--- config.mk ---
export PLATFORM = sky130hd
export DESIGN_NAME = piso_serializer
export DESIGN_NICKNAME = d
export VERILOG_FILES = /design/src/rtl/serdes_pkg.sv /design/src/rtl/piso_bit_counter.sv /design/src/rtl/piso_serializer.sv
export SDC_FILE = /design/constraint.sdc
export NUM_CORES = 1
export LEC_CHECK = 0
export BUFFER_PORTS_ARGS = -buffer_cell sky130_fd_sc_hd__buf_2
export CAP_MARGIN = 20
export CORE_MARGIN = 8
export CORE_UTILIZATION = 44
export CTS_CLUSTER_SIZE = 14
export DETAILED_ROUTE_END_ITERATION = 8
export MAX_ROUTING_LAYER = met4
export PLACE_DENSITY_LB_ADDON = 0.25
export SYNTH_ARGS = -nofsm -noshare
export SYNTH_HDL_FRONTEND = slang
export SYNTH_HIERARCHICAL = 1
export SYNTH_SLANG_ARGS = --single-unit
--- constraint.sdc ---
create_clock -name clk -period 2.1 [get_ports clk]
set_clock_uncertainty 0.05 [all_clocks]
set_input_delay 0.105 -clock clk [delete_from_list [all_inputs] [get_ports clk]]
set_output_delay 0.105 -clock clk [all_outputs]
set_load 0.05 [all_outputs]
--- src/rtl/serdes_pkg.sv ---
// Shared types and constants for the PISO serializer slice.
package serdes_pkg;

  typedef enum logic {
    ST_IDLE  = 1'b0,
    ST_SHIFT = 1'b1
  } state_t;

  localparam bit ORDER_MSB_FIRST = 1'b1;
  localparam bit ORDER_LSB_FIRST = 1'b0;

  // Counter width for a frame of `width` bits (index range 0..width-1).
  function automatic int cntw(input int width);
    return $clog2(width);
  endfunction

endpackage

--- src/rtl/piso_bit_counter.sv ---
// Bit index counter for one serial frame; flags the last bit position.
module piso_bit_counter
  import serdes_pkg::*;
#(
  parameter int WIDTH = 8,
  parameter int CNTW  = cntw(WIDTH)
) (
  input  logic            clk,
  input  logic            reset,
  input  logic            clear,
  input  logic            inc,
  output logic [CNTW-1:0] count,
  output logic            is_last
);

  localparam logic [CNTW-1:0] LAST_IDX = CNTW'(WIDTH - 1);

  logic [CNTW-1:0] r_count;

  // NOTE: sequential state uses non-blocking assignments so every register
  // samples pre-edge values regardless of block ordering.
  always_ff @(posedge clk) begin
    if (reset || clear) begin
      r_count <= '0;
    end else if (inc) begin
      r_count <= r_count + 1'b1;
    end
  end

  assign count   = r_count;
  assign is_last = (r_count == LAST_IDX);

endmodule

--- src/rtl/piso_serializer.sv ---
// Parametrised parallel-in/serial-out serializer with ready/valid load and
// gap-free back-to-back frames.
module piso_serializer
  import serdes_pkg::*;
#(
  parameter int WIDTH      = 8,
  parameter bit MSB_FIRST  = ORDER_MSB_FIRST,
  parameter bit IDLE_LEVEL = 1'b0,
  parameter int CNTW       = cntw(WIDTH)
) (
  input  logic             clk,
  input  logic             reset,
  input  logic             enable,
  input  logic             load_valid,
  output logic             load_ready,
  input  logic [WIDTH-1:0] parallel_in,
  output logic             serial_out,
  output logic             serial_valid,
  output logic             busy,
  output logic             frame_start,
  output logic             frame_done,
  output logic [CNTW-1:0]  bit_count,
  output logic [WIDTH-1:0] shift_reg
);

  state_t           r_state;
  logic [WIDTH-1:0] r_shift;
  logic             r_frame_start;
  logic             r_frame_done;

  logic             w_is_last;
  logic [CNTW-1:0]  w_count;
  logic             w_in_shift;
  logic             w_last_tick;
  logic             w_accept;
  logic             w_inc;
  logic [WIDTH-1:0] w_shifted;

  assign w_in_shift  = (r_state == ST_SHIFT);
  assign w_last_tick = w_in_shift && enable && w_is_last;
  assign load_ready  = !w_in_shift || w_last_tick;
  assign w_accept    = load_valid && load_ready;
  assign w_inc       = w_in_shift && enable && !w_is_last;

  // Vacated bit is zero-filled, so a fully shifted-out frame leaves zeros.
  assign w_shifted = (MSB_FIRST == ORDER_MSB_FIRST) ? {r_shift[WIDTH-2:0], 1'b0}
                                                    : {1'b0, r_shift[WIDTH-1:1]};

  piso_bit_counter #(
    .WIDTH (WIDTH),
    .CNTW  (CNTW)
  ) u_bit_counter (
    .clk     (clk),
    .reset   (reset),
    .clear   (w_accept || w_last_tick),
    .inc     (w_inc),
    .count   (w_count),
    .is_last (w_is_last)
  );

  always_ff @(posedge clk) begin
    if (reset) begin
      r_state       <= ST_IDLE;
      r_shift       <= '0;
      r_frame_start <= 1'b0;
      r_frame_done  <= 1'b0;
    end else begin
      r_frame_start <= w_accept;
      r_frame_done  <= w_last_tick;
      case (r_state)
        ST_IDLE: begin
          if (w_accept) begin
            r_shift <= parallel_in;
            r_state <= ST_SHIFT;
          end
        end
        ST_SHIFT: begin
          if (enable) begin
            if (w_accept) begin
              r_shift <= parallel_in;
            end else begin
              r_shift <= w_shifted;
              if (w_is_last) r_state <= ST_IDLE;
            end
          end
        end
        default: r_state <= ST_IDLE;
      endcase
    end
  end

  assign serial_out   = !w_in_shift ? IDLE_LEVEL
                      : (MSB_FIRST == ORDER_MSB_FIRST) ? r_shift[WIDTH-1] : r_shift[0];
  assign busy         = w_in_shift;
  assign serial_valid = w_in_shift;
  assign frame_start  = r_frame_start;
  assign frame_done   = r_frame_done;
  assign bit_count    = w_count;
  assign shift_reg    = r_shift;

endmodule

==> impl_results.md, run 1 <==
* Setup TNS at 0 ns
* Fin. max-slew vios at 0
* WHS at slightly below 0.05 ns
* Fin. Hold Viols at 0
* Worst Hold Class: in -> reg
* Leakage at 0.372 nW
* Worst setup path class: reg -> out
* Worst Setup Start Kind: flop
* First-pass GRT wire length at between 2 and 3 mm
* Clock transition at the registers of the reported paths at about 0.080 ns
* Layout cells sized above 1 at between 30% and 40%
* YS warnings at 6
* Num CTS Buffers at 3
* Pre-CTS WS at 0.508 ns
* H-tree Lvls at 1
* Max cap viols at 0
* Root buffer cell: clkbuf_4
* Synth cell types at 25
* Ports at 29
* CP Data Arrival Time at around 1.5 ns
* Top_reg_cell synth: dfxtp_1
* Sequential area share after synthesis at 42.0%
* WL met1 at between 700 and 800 um
* Area delta synth->final at 22.0%
* Die Wd at 54.9 um
* Routed Antenna Nets at 0
* Grt ovf at 0
* Peak Freq at 619 MHz
* Diodes inserted at 0
* Worst VDD drop at ~0.37 mV
* Metal2 WL at approximately 750 um
* Mapped Nets at 88
* Final setup fails at 0
* Post-layout net count at ~120
* Period utilization at 77.0%
* Pwr Density at between 700 and 800 mW/mm2
* 1st-pass router iterations at 4
* Core Util, Final at between 50 and 60%
* Largest cells by area after synthesis: dfxtp_1 42%, a311oi_1 7.9%, nand3_1 6.8%
* Yosys reg bits at 14
* Synth async-reset ratio at 0%
* Starting Density at between 40% and 50%
* Final cell count without fillers at 116
* Hpwl dp at 1.28 mm
* Worst slew margin at 69.7%
* Placer Congestion at between 0.7 and 0.8
* Drt wl/cell at between 10 and 15 um
* Status: completed
* Post-CTS Setup Inserts at 0
* Chip height at between 50 and 60 um
* Row Count at 14
* Max Fanout on Critical Path at 6
* Total clock sinks at 14
* Via count at approximately 660
* RSZ-0062 raised after global routing: no
* Routed length on met3 at 184 um
* Data required, critical path at roughly 2.0 ns
* Placed Cells incl. Taps at ~110
* Post-synthesis instance total at between 70 and 80
* Antenna violations before repair at 0
* Crit end category: primary output
* Core area at roughly 0.0015 mm2
* Full die area at between 0.003 and 0.004 mm2
* Count leader, synth: dfxtp_1
* Initial DRC Count at 22
* Vias in the first global route at between 600 and 700
* Min Clock Period, post-route at about 1.6 ns
* Final setup margin at a little under 0.5 ns
* Post-route DRC violation count at 0
* CTS max path bufs at 2
* Port bufs at 28
* Top Layer Used: met4
* Average vias per placed instance at around 5.7
* Number of flops mapped to enable cells by yosys at 0
* Clk Latency, worst-skew pair at roughly 0.28 ns
* Max reg flops at 8
* Cell area after synthesis at 667 um2
* Hold buffers post-CTS at 0
* Post_cts resized at 0
* Worst-Margin Slew at 0.449 ns
* DRT Wirelength at between 1.5 and 2 mm
* Synth Area per Inst at 9.01 um2
* Share of the synthesized area in the top cell type at between 40% and 50%
* Synth cell count leaders: 14 x dfxtp_1, 9 x nand3_1, 8 x nor2_1, 8 x o21ai_0, 6 x a311oi_1
* Pin count of the biggest net entering global routing at 16
* CTS tree: built
* Cell taking the most area after synthesis: dfxtp_1
* All-Layer GR Usage at around 12%
## cells by family (layout without fill, tap and decap cells)
group | Yosys count | in the layout | share of synthesized area, %
xor+xnor | 1 | 1 | 1.31
fa+ha+maj | 2 | 2 | 3.75
simple gates | 26 | 26 | 19.0
mux | 3 | 3 | 5.25
compound gates | 20 | 20 | 21.0
buf+inv | 8 | 34 | 7.69
flops | 14 | 14 | 42.0
## cell type report
class	count	area [um2]
well taps	16	20.0
repair buffers	29	148
clock buffers	3	22.5
inverters	2	7.51
multi-input cells	52	335
fillers	156	658
flip-flops and latches	14	280
## critical path: stages (launching register included)
cell	delay [ns]
dfxtp_1	0.36
ha_1	0.16
ha_1	0.22
nand2_1	0.10
nand2_1	0.09
buf_2	0.26
## power by group
group	total, mW	internal, mW	switching [mW]
clock	0.148	0.0664	0.0818
sequential	0.296	0.283	0.0138
combinational	0.164	0.0445	0.120
## cell usage in the layout, fill, tap and decap left out, types with 2 or more instances in the layout
cell type	count
nor2_1	8
nand2_1	3
o21ai_0	8
nand3_1	9
dfxtp_1	14
a311oi_1	6
a21oi_1	2
mux2i_1	2
clkbuf_4	3
inv_1	2
o211ai_1	2
ha_1	2
nor3_1	2
buf_2	28
## layer usage
layer	up-vias	track usage [%]
met1	306	13.3
met2	26	19.8
li1	324	-
met3	2	4.01
met5	-	-
met4	0	6.00
## worst paths after layout
check / start / to / slack, ns / cells after the start
worst min register to register: shift_reg[0] / shift_reg[0] / 0.46 / 2
worst max-delay path: u_bit_counter/count[0] / load_ready / 0.48 / 5
worst min-delay path: parallel_in[2] / shift_reg[2] / 0.05 / 3
worst max register to register: u_bit_counter/count[0] / shift_reg[5] / 0.49 / 5
## metrics by stage
step,cell area (um2),power (mW)
after floorplan,667,0.430
after global placement,791,0.465
after detailed placement,791,0.468
after CTS,813,0.613
after global routing,813,0.637
final,813,0.609
(Power assumes the default switching activity.)
==> inputs of run 2 (changes only) <==
clock period = 1.67 ns   (was 2.1 ns; I/O delays follow)
==> run 2 against run 1 <==
Cell count grew 0.86%. Non-clock buffer count did not move. Worst hold slack worse by 0.029 ns. Final area rose by 2.3%.
==> impl_results.md, run 2 (synthesis gave the netlist of run 1 again) <==
* Status: completed (unchanged)
* Final setup fails at 0 (unchanged)
* Fillers at 147 (was 156)
* Starting Density at 45.3% (unchanged)
* Diodes inserted at 0 (unchanged)
* Fin. max-slew vios at 0 (unchanged)
* Root buffer cell: clkbuf_4 (unchanged)
* Hpwl dp at 1.18 mm (was 1.28 mm)
* Clk pwr share at 30.1% (was 24.3%)
* Routed Antenna Nets at 0 (unchanged)
* Worst Hold Class: in -> reg (unchanged)
* P_int at 0.544 mW (was 0.393 mW)
* Max reg flops at 8 (unchanged)
* Placer Congestion at 0.786 (was 0.774)
* Min Clock Period, post-route at 1.58 ns
* Kind of cell adding the most delay to the critical path: adder cells (unchanged)
* Total clock sinks at 14 (unchanged)
* Ports at 29 (unchanged)
* Peak Freq at between 600 and 700 MHz
* Period utilization at approximately 95%
* Combinational power share at 25.2% (was 27.0%)
* CP max-delay cell: dfxtp_2 (was dfxtp_1)
* Full die area at 0.00302 mm2 (unchanged)
* Placed Cells incl. Taps at 113 (unchanged)
* Most common cell after layout, fill and taps aside: buf_2 (unchanged)
* Setup TNS at 0 ns (unchanged)
* Data required, critical path at 1.78 ns (was 1.95 ns)
* RSZ-0062 raised after global routing: no (unchanged)
* CTS tree: built (unchanged)
* Worst slew margin at 72.6% (was 69.7%)
* Pin count of the biggest net entering global routing at 16 (unchanged)
* Num CTS Buffers at 3 (unchanged)
* Antenna violations before repair at 0 (unchanged)
* Post-layout net count at 116 (unchanged)
* H-tree Lvls at 1 (unchanged)
* Fin. Hold Viols at 0 (unchanged)
* Slowest Stage Delay on Critical Path at 0.34 ns (was 0.36 ns)
* Seq pwr share at 44.7% (was 48.7%)
* Worst setup path class: reg -> reg (was reg -> out)
* Routed length on met3 at 189 um (was 184 um)
* CP Data Arrival Time at 1.69 ns (was 1.46 ns)
* Leading cell types in the layout, fill and taps excluded: 28 x buf_2, 11 x dfxtp_1, 9 x nand3_1 (was 28 x buf_2, 14 x dfxtp_1, 9 x nand3_1)
* Initial DRC Count at 23 (was 22)
* Final setup margin at 0.0888 ns (was 0.484 ns)
* Drt wl/cell at 14.4 um (about the same)
* 1st-pass router iterations at 6 (was 4)
* Post-route DRC violation count at 0 (unchanged)
* CTS max path bufs at 2 (unchanged)
* Clock transition at the registers of the reported paths at 0.09 ns (was 0.08 ns)
* Clk Latency, worst-skew pair at 0.28 ns (about the same)
* Metal2 WL at 724 um (was 750 um)
* Max Fanout on Critical Path at 6 (unchanged)
* WL met1 at 758 um (was 719 um)
* Grt ovf at 0 (unchanged)
* Average vias per placed instance at 5.79 (was 5.67)
* Switching share of power at 34.3% (was 35.4%)
* Leakage at 0.380 nW (was 0.372 nW)
* Buffers & Inverters on Critical Path at 0 (was 1)
* Pwr Density at 995 mW/mm2 (was 749 mW/mm2)
* Worst VDD drop at 0.601 mV (was 0.368 mV)
* Core area at 0.00147 mm2 (unchanged)
* Crit end category: flop (was primary output)
* Vias in the first global route at 594 (was 638)
* Port bufs at 28 (unchanged)
* WHS at 0.0205 ns (was 0.0497 ns)
* Pre-CTS WS at 0.134 ns (was 0.508 ns)
* Top Layer Used: met4 (unchanged)
* Max cap viols at 0 (unchanged)
* Area delta synth->final at 24.8% (was 22.0%)
* First-pass GRT wire length at 2.53 mm (was 2.68 mm)
* Switch Pwr at 0.284 mW (was 0.215 mW)
* DRT Wirelength at 1.69 mm (was 1.67 mm)
* Die Wd at 54.9 um (unchanged)
* All-Layer GR Usage at 11.5% (was 12.3%)
* Worst-Margin Slew at 0.406 ns (was 0.449 ns)
* Worst Setup Start Kind: flop (unchanged)
* Via count at 677 (was 658)
* CP cell instances: ha_1 > ha_1 > nor2_1 > mux2i_1 > nor3_1 (was ha_1 > ha_1 > nand2_1 > nand2_1 > buf_2)
* Chip height at 54.9 um (unchanged)
* Most frequent cell on the critical path: ha_1
* Layout cells sized above 1 at 39.6% (was 35.0%)
* Row Count at 14 (unchanged)
* Final cell count without fillers at 117 (was 116)
* Design Power at 0.828 mW (was 0.609 mW)
## run 2: cell count changes in the layout (fill, tap and decap cells not counted), sizes merged
cell	previous run	this run
clkbuf	3	4
## run 2: area by class of cell
| class | count | area, um2 | area share (%) |
|---|---|---|---|
| clock buffers | 4 | 36.3 | 4.36 |
| inverters | 2 | 7.51 | 0.902 |
| multi-input cells | 52 | 337 | 40.5 |
| flip-flops and latches | 14 | 284 | 34.1 |
| well taps | 16 | 20.0 | 2.41 |
| repair buffers | 29 | 148 | 17.7 |
## run 2: worst paths after layout
path | cells after the start | endpoint | from | slack (ns)
min | 3 | shift_reg[5] | parallel_in[5] | 0.02
min reg2reg | 2 | shift_reg[6] | shift_reg[5] | 0.46
max | 5 | u_bit_counter/count[1] | u_bit_counter/count[0] | 0.09
max reg2reg | 5 | u_bit_counter/count[1] | u_bit_counter/count[0] | 0.09
## run 2: layer usage
layer | GRT usage [%] | vias up
met4 | 4.80 | 0
met1 | 13.6 | 308
met5 | - | -
li1 | - | 327
met2 | 17.4 | 38
met3 | 4.28 | 4
## run 2: stage by stage
step / util (%) / area [um2]
5_1_grt: 56.5 / 832
3_5_place_dp: 54.0 / 795
6_report: 56.5 / 832
3_3_place_gp: 54.0 / 795
2_1_floorplan: - / 671
4_1_cts: 56.5 / 831
## run 2: worst min-delay path, cell delays in order
cell      delay, ns
buf_2          0.09
o21ai_0        0.06
a311oi_1       0.08
## run 2: power by group through the flow
stage | Clock, mW | Combinational [mW] | Sequential [mW]
finish | 0.249 | 0.208 | 0.370
detailed placement | 0 | 0.208 | 0.378
floorplan | 0 | 0.0896 | 0.452
CTS | 0.254 | 0.209 | 0.370
global route | 0.270 | 0.220 | 0.374
global placement | 0 | 0.208 | 0.378
## run 2: repair_timing
item | in CTS | in global routing
gates resized for setup | 0 | 1
setup buffers | 0 | 0
setup endpoints to repair | 0 | 1
hold buffers | 0 | 0
==> inputs of run 3 (changes only) <==
GPL_ROUTABILITY_DRIVEN = 0   (was unset)
REMOVE_ABC_BUFFERS = 1   (was unset)
clock period = 1.49 ns   (was 1.67 ns; I/O delays follow)
==> run 3 against run 2 <==
Cell count rose by 4.3%. Sequential power rose by 12%. Combinational power rose by 23%. Final area rose by 12%. Critical path depth rose by 1. Worst setup slack got worse by 0.063 ns. Global-route usage rose by 0.78 points. Clock power fell by 14%. Register-to-register slack got worse by 0.05 ns. Largest cell class unchanged. Die area did not move. Sequential cell count did not move.
==> impl_results.md, run 3 (synthesis gave the netlist of run 1 again) <==
* Status: completed (unchanged)
* Initial DRC Count at 16 (was 23)
* Hpwl dp at 1.29 mm (was 1.18 mm)
* Worst Setup Start Kind: flop (unchanged)
* Final setup fails at 0 (unchanged)
* Area occupied by multi-input gates at 393 um2 (was 337 um2)
* P_int at 0.568 mW (was 0.544 mW)
* Placed instance area at 821 um2 (was 795 um2)
* Root buffer cell: clkbuf_4 (unchanged)
* Worst Hold Class: in -> reg (unchanged)
* Reg2reg start: u_bit_counter/count[1] (was u_bit_counter/count[0])
* Worst-Margin Slew at 0.424 ns (was 0.406 ns)
* Port bufs at 28 (unchanged)
* Grt ovf at 0 (unchanged)
* Worst setup path class: reg -> out (was reg -> reg)
* Row Count at 14 (unchanged)
* Reg area at 283 um2 (was 284 um2)
* Core area at 0.00147 mm2 (unchanged)
* Worst VDD drop at 0.533 mV (was 0.601 mV)
* Post-layout net count at 122 (was 116)
* Leakage at 0.410 nW (was 0.380 nW)
* Average vias per placed instance at 5.42 (was 5.79)
* Area delta synth->final at 39.8% (was 24.8%)
* Drt wl/cell at 15.4 um (was 14.4 um)
* Clk pwr share at 24.0% (was 30.1%)
* Pre-CTS WS at -0.0750 ns (was 0.134 ns)
* Total clock sinks at 14 (unchanged)
* DRT Wirelength at 1.88 mm (was 1.69 mm)
* Antenna violations before repair at 0 (unchanged)
* Max cap viols at 0 (unchanged)
* Post-route DRC violation count at 0 (unchanged)
* Chip height at 54.9 um (unchanged)
* Pwr Density at 949 mW/mm2 (was 995 mW/mm2)
* First-pass GRT wire length at 2.62 mm (was 2.53 mm)
* Flop2flop setup slack at 0.04 ns (was 0.09 ns)
* Fillers at 143 (was 147)
* CTS max path bufs at 2 (unchanged)
* Clk Latency, worst-skew pair at 0.28 ns (about the same)
* CTS tree: built (unchanged)
* Peak Freq at about 700 MHz
* Via count at 661 (was 677)
* Data required, critical path at 1.37 ns (was 1.78 ns)
* R2R Path End: u_bit_counter/count[2] (was u_bit_counter/count[1])
* Worst slew margin at 71.4% (was 72.6%)
* End of the critical path: load_ready (was u_bit_counter/count[1])
* Die Wd at 54.9 um (unchanged)
* Fin. Hold Viols at 0 (unchanged)
* Diodes inserted at 0 (unchanged)
* Num CTS Buffers at 3 (unchanged)
* Starting Density at 45.3% (unchanged)
* Vias in the first global route at 585 (was 594)
* Start point of the worst hold path: parallel_in[7] (was parallel_in[5])
* Period utilization at a little over nine tenths
* Min Clock Period, post-route at about 1.5 ns
* Seq pwr share at 47.0% (was 44.7%)
* Routed Antenna Nets at 0 (unchanged)
* Max reg flops at 8 (unchanged)
* CP Data Arrival Time at 1.34 ns (was 1.69 ns)
* Ports at 29 (unchanged)
* Layout cells sized above 1 at 48.1% (was 39.6%)
* Critical Path Source: u_bit_counter/count[1] (was u_bit_counter/count[0])
* Pin count of the biggest net entering global routing at 16 (unchanged)
* Fin. max-slew vios at 0 (unchanged)
* Leading cell types in the layout, fill and taps excluded: 27 x buf_2, 12 x dfxtp_1, 8 x nor2_1, 8 x nand3_1, 8 x o21ai_0 (was 28 x buf_2, 11 x dfxtp_1, 9 x nand3_1)
* Most common cell after layout, fill and taps aside: buf_2 (unchanged)
* Clock transition at the registers of the reported paths at 0.08 ns (was 0.09 ns)
* Full die area at 0.00302 mm2 (unchanged)
* Final instance area at 932 um2 (was 832 um2)
* WHS at 0.0226 ns (was 0.0205 ns)
* R2R cell count at 5 (unchanged)
* Final setup margin at 0.0258 ns (was 0.0888 ns)
* Setup TNS at 0 ns (unchanged)
* Core Util, Final at 63.4% (was 56.5%)
* RSZ-0062 raised after global routing: yes (was no)
* Combinational power share at 28.9% (was 25.2%)
* Max Fanout on Critical Path at 4 (was 6)
* Switch Pwr at 0.317 mW (was 0.284 mW)
* Crit end category: primary output (was flop)
* 1st-pass router iterations at 4 (was 6)
* All-Layer GR Usage at 12.3% (was 11.5%)
* H-tree Lvls at 1 (unchanged)
* Switching share of power at 35.8% (was 34.3%)
[run 3: metal layers]
metal / up-vias / wire length [um] / global-route usage, %
met2: 29 / 863 / 16.6
met1: 291 / 830 / 16.4
met5: - / 0 / -
li1: 336 / - / -
met3: 5 / 150 / 2.67
met4: 0 / 36 / 7.20
[run 3: final cells by class]
| class | count | area share (%) |
|---|---|---|
| multi-input combinational | 52 | 42.1 |
| clock buffer | 3 | 2.42 |
| sequential | 14 | 30.3 |
| tap | 16 | 2.15 |
| timing repair buffer | 35 | 22.1 |
| inverter | 2 | 0.805 |
[run 3: critical path: stages (launching register included)]
cell and delay [ns]:
dfxtp_2 0.35, ha_4 0.16, ha_4 0.17, buf_6 0.12, nand2_4 0.05, nand2_2 0.06
buf_8 0.15
[run 3: timing repair]
action,in CTS,in global routing
setup buffers,1,1
hold buffers,0,0
gates resized for setup,8,10
gates cloned,0,0
pin swaps,1,1
setup endpoints to repair,9,11
[run 3: stage by stage]
step / instances / total power, mW
6_report: 122 / 0.885
3_5_place_dp: 117 / 0.662
5_1_grt: 122 / 0.930
4_1_cts: 121 / 0.881
3_3_place_gp: 117 / 0.659
2_1_floorplan: 68 / 0.590
[run 3: worst min-delay path by stage]
stage	end	slack [ns]	cells past startpoint
after floorplan	shift_reg[1]	0.09	1
after detailed placement	shift_reg[3]	0.32	3
final	shift_reg[7]	0.02	3
after global routing	shift_reg[4]	0.03	3
after CTS	shift_reg[7]	0.02	3
after global placement	shift_reg[5]	0.32	3
[run 3: power by group through the flow]
stage | Clock, mW | Sequential [mW] | Combinational, mW
after floorplan | 0 | 0.518 | 0.0721
after global placement | 0 | 0.423 | 0.236
after detailed placement | 0 | 0.424 | 0.238
after CTS | 0.220 | 0.415 | 0.246
after global routing | 0.237 | 0.421 | 0.271
final | 0.213 | 0.416 | 0.256
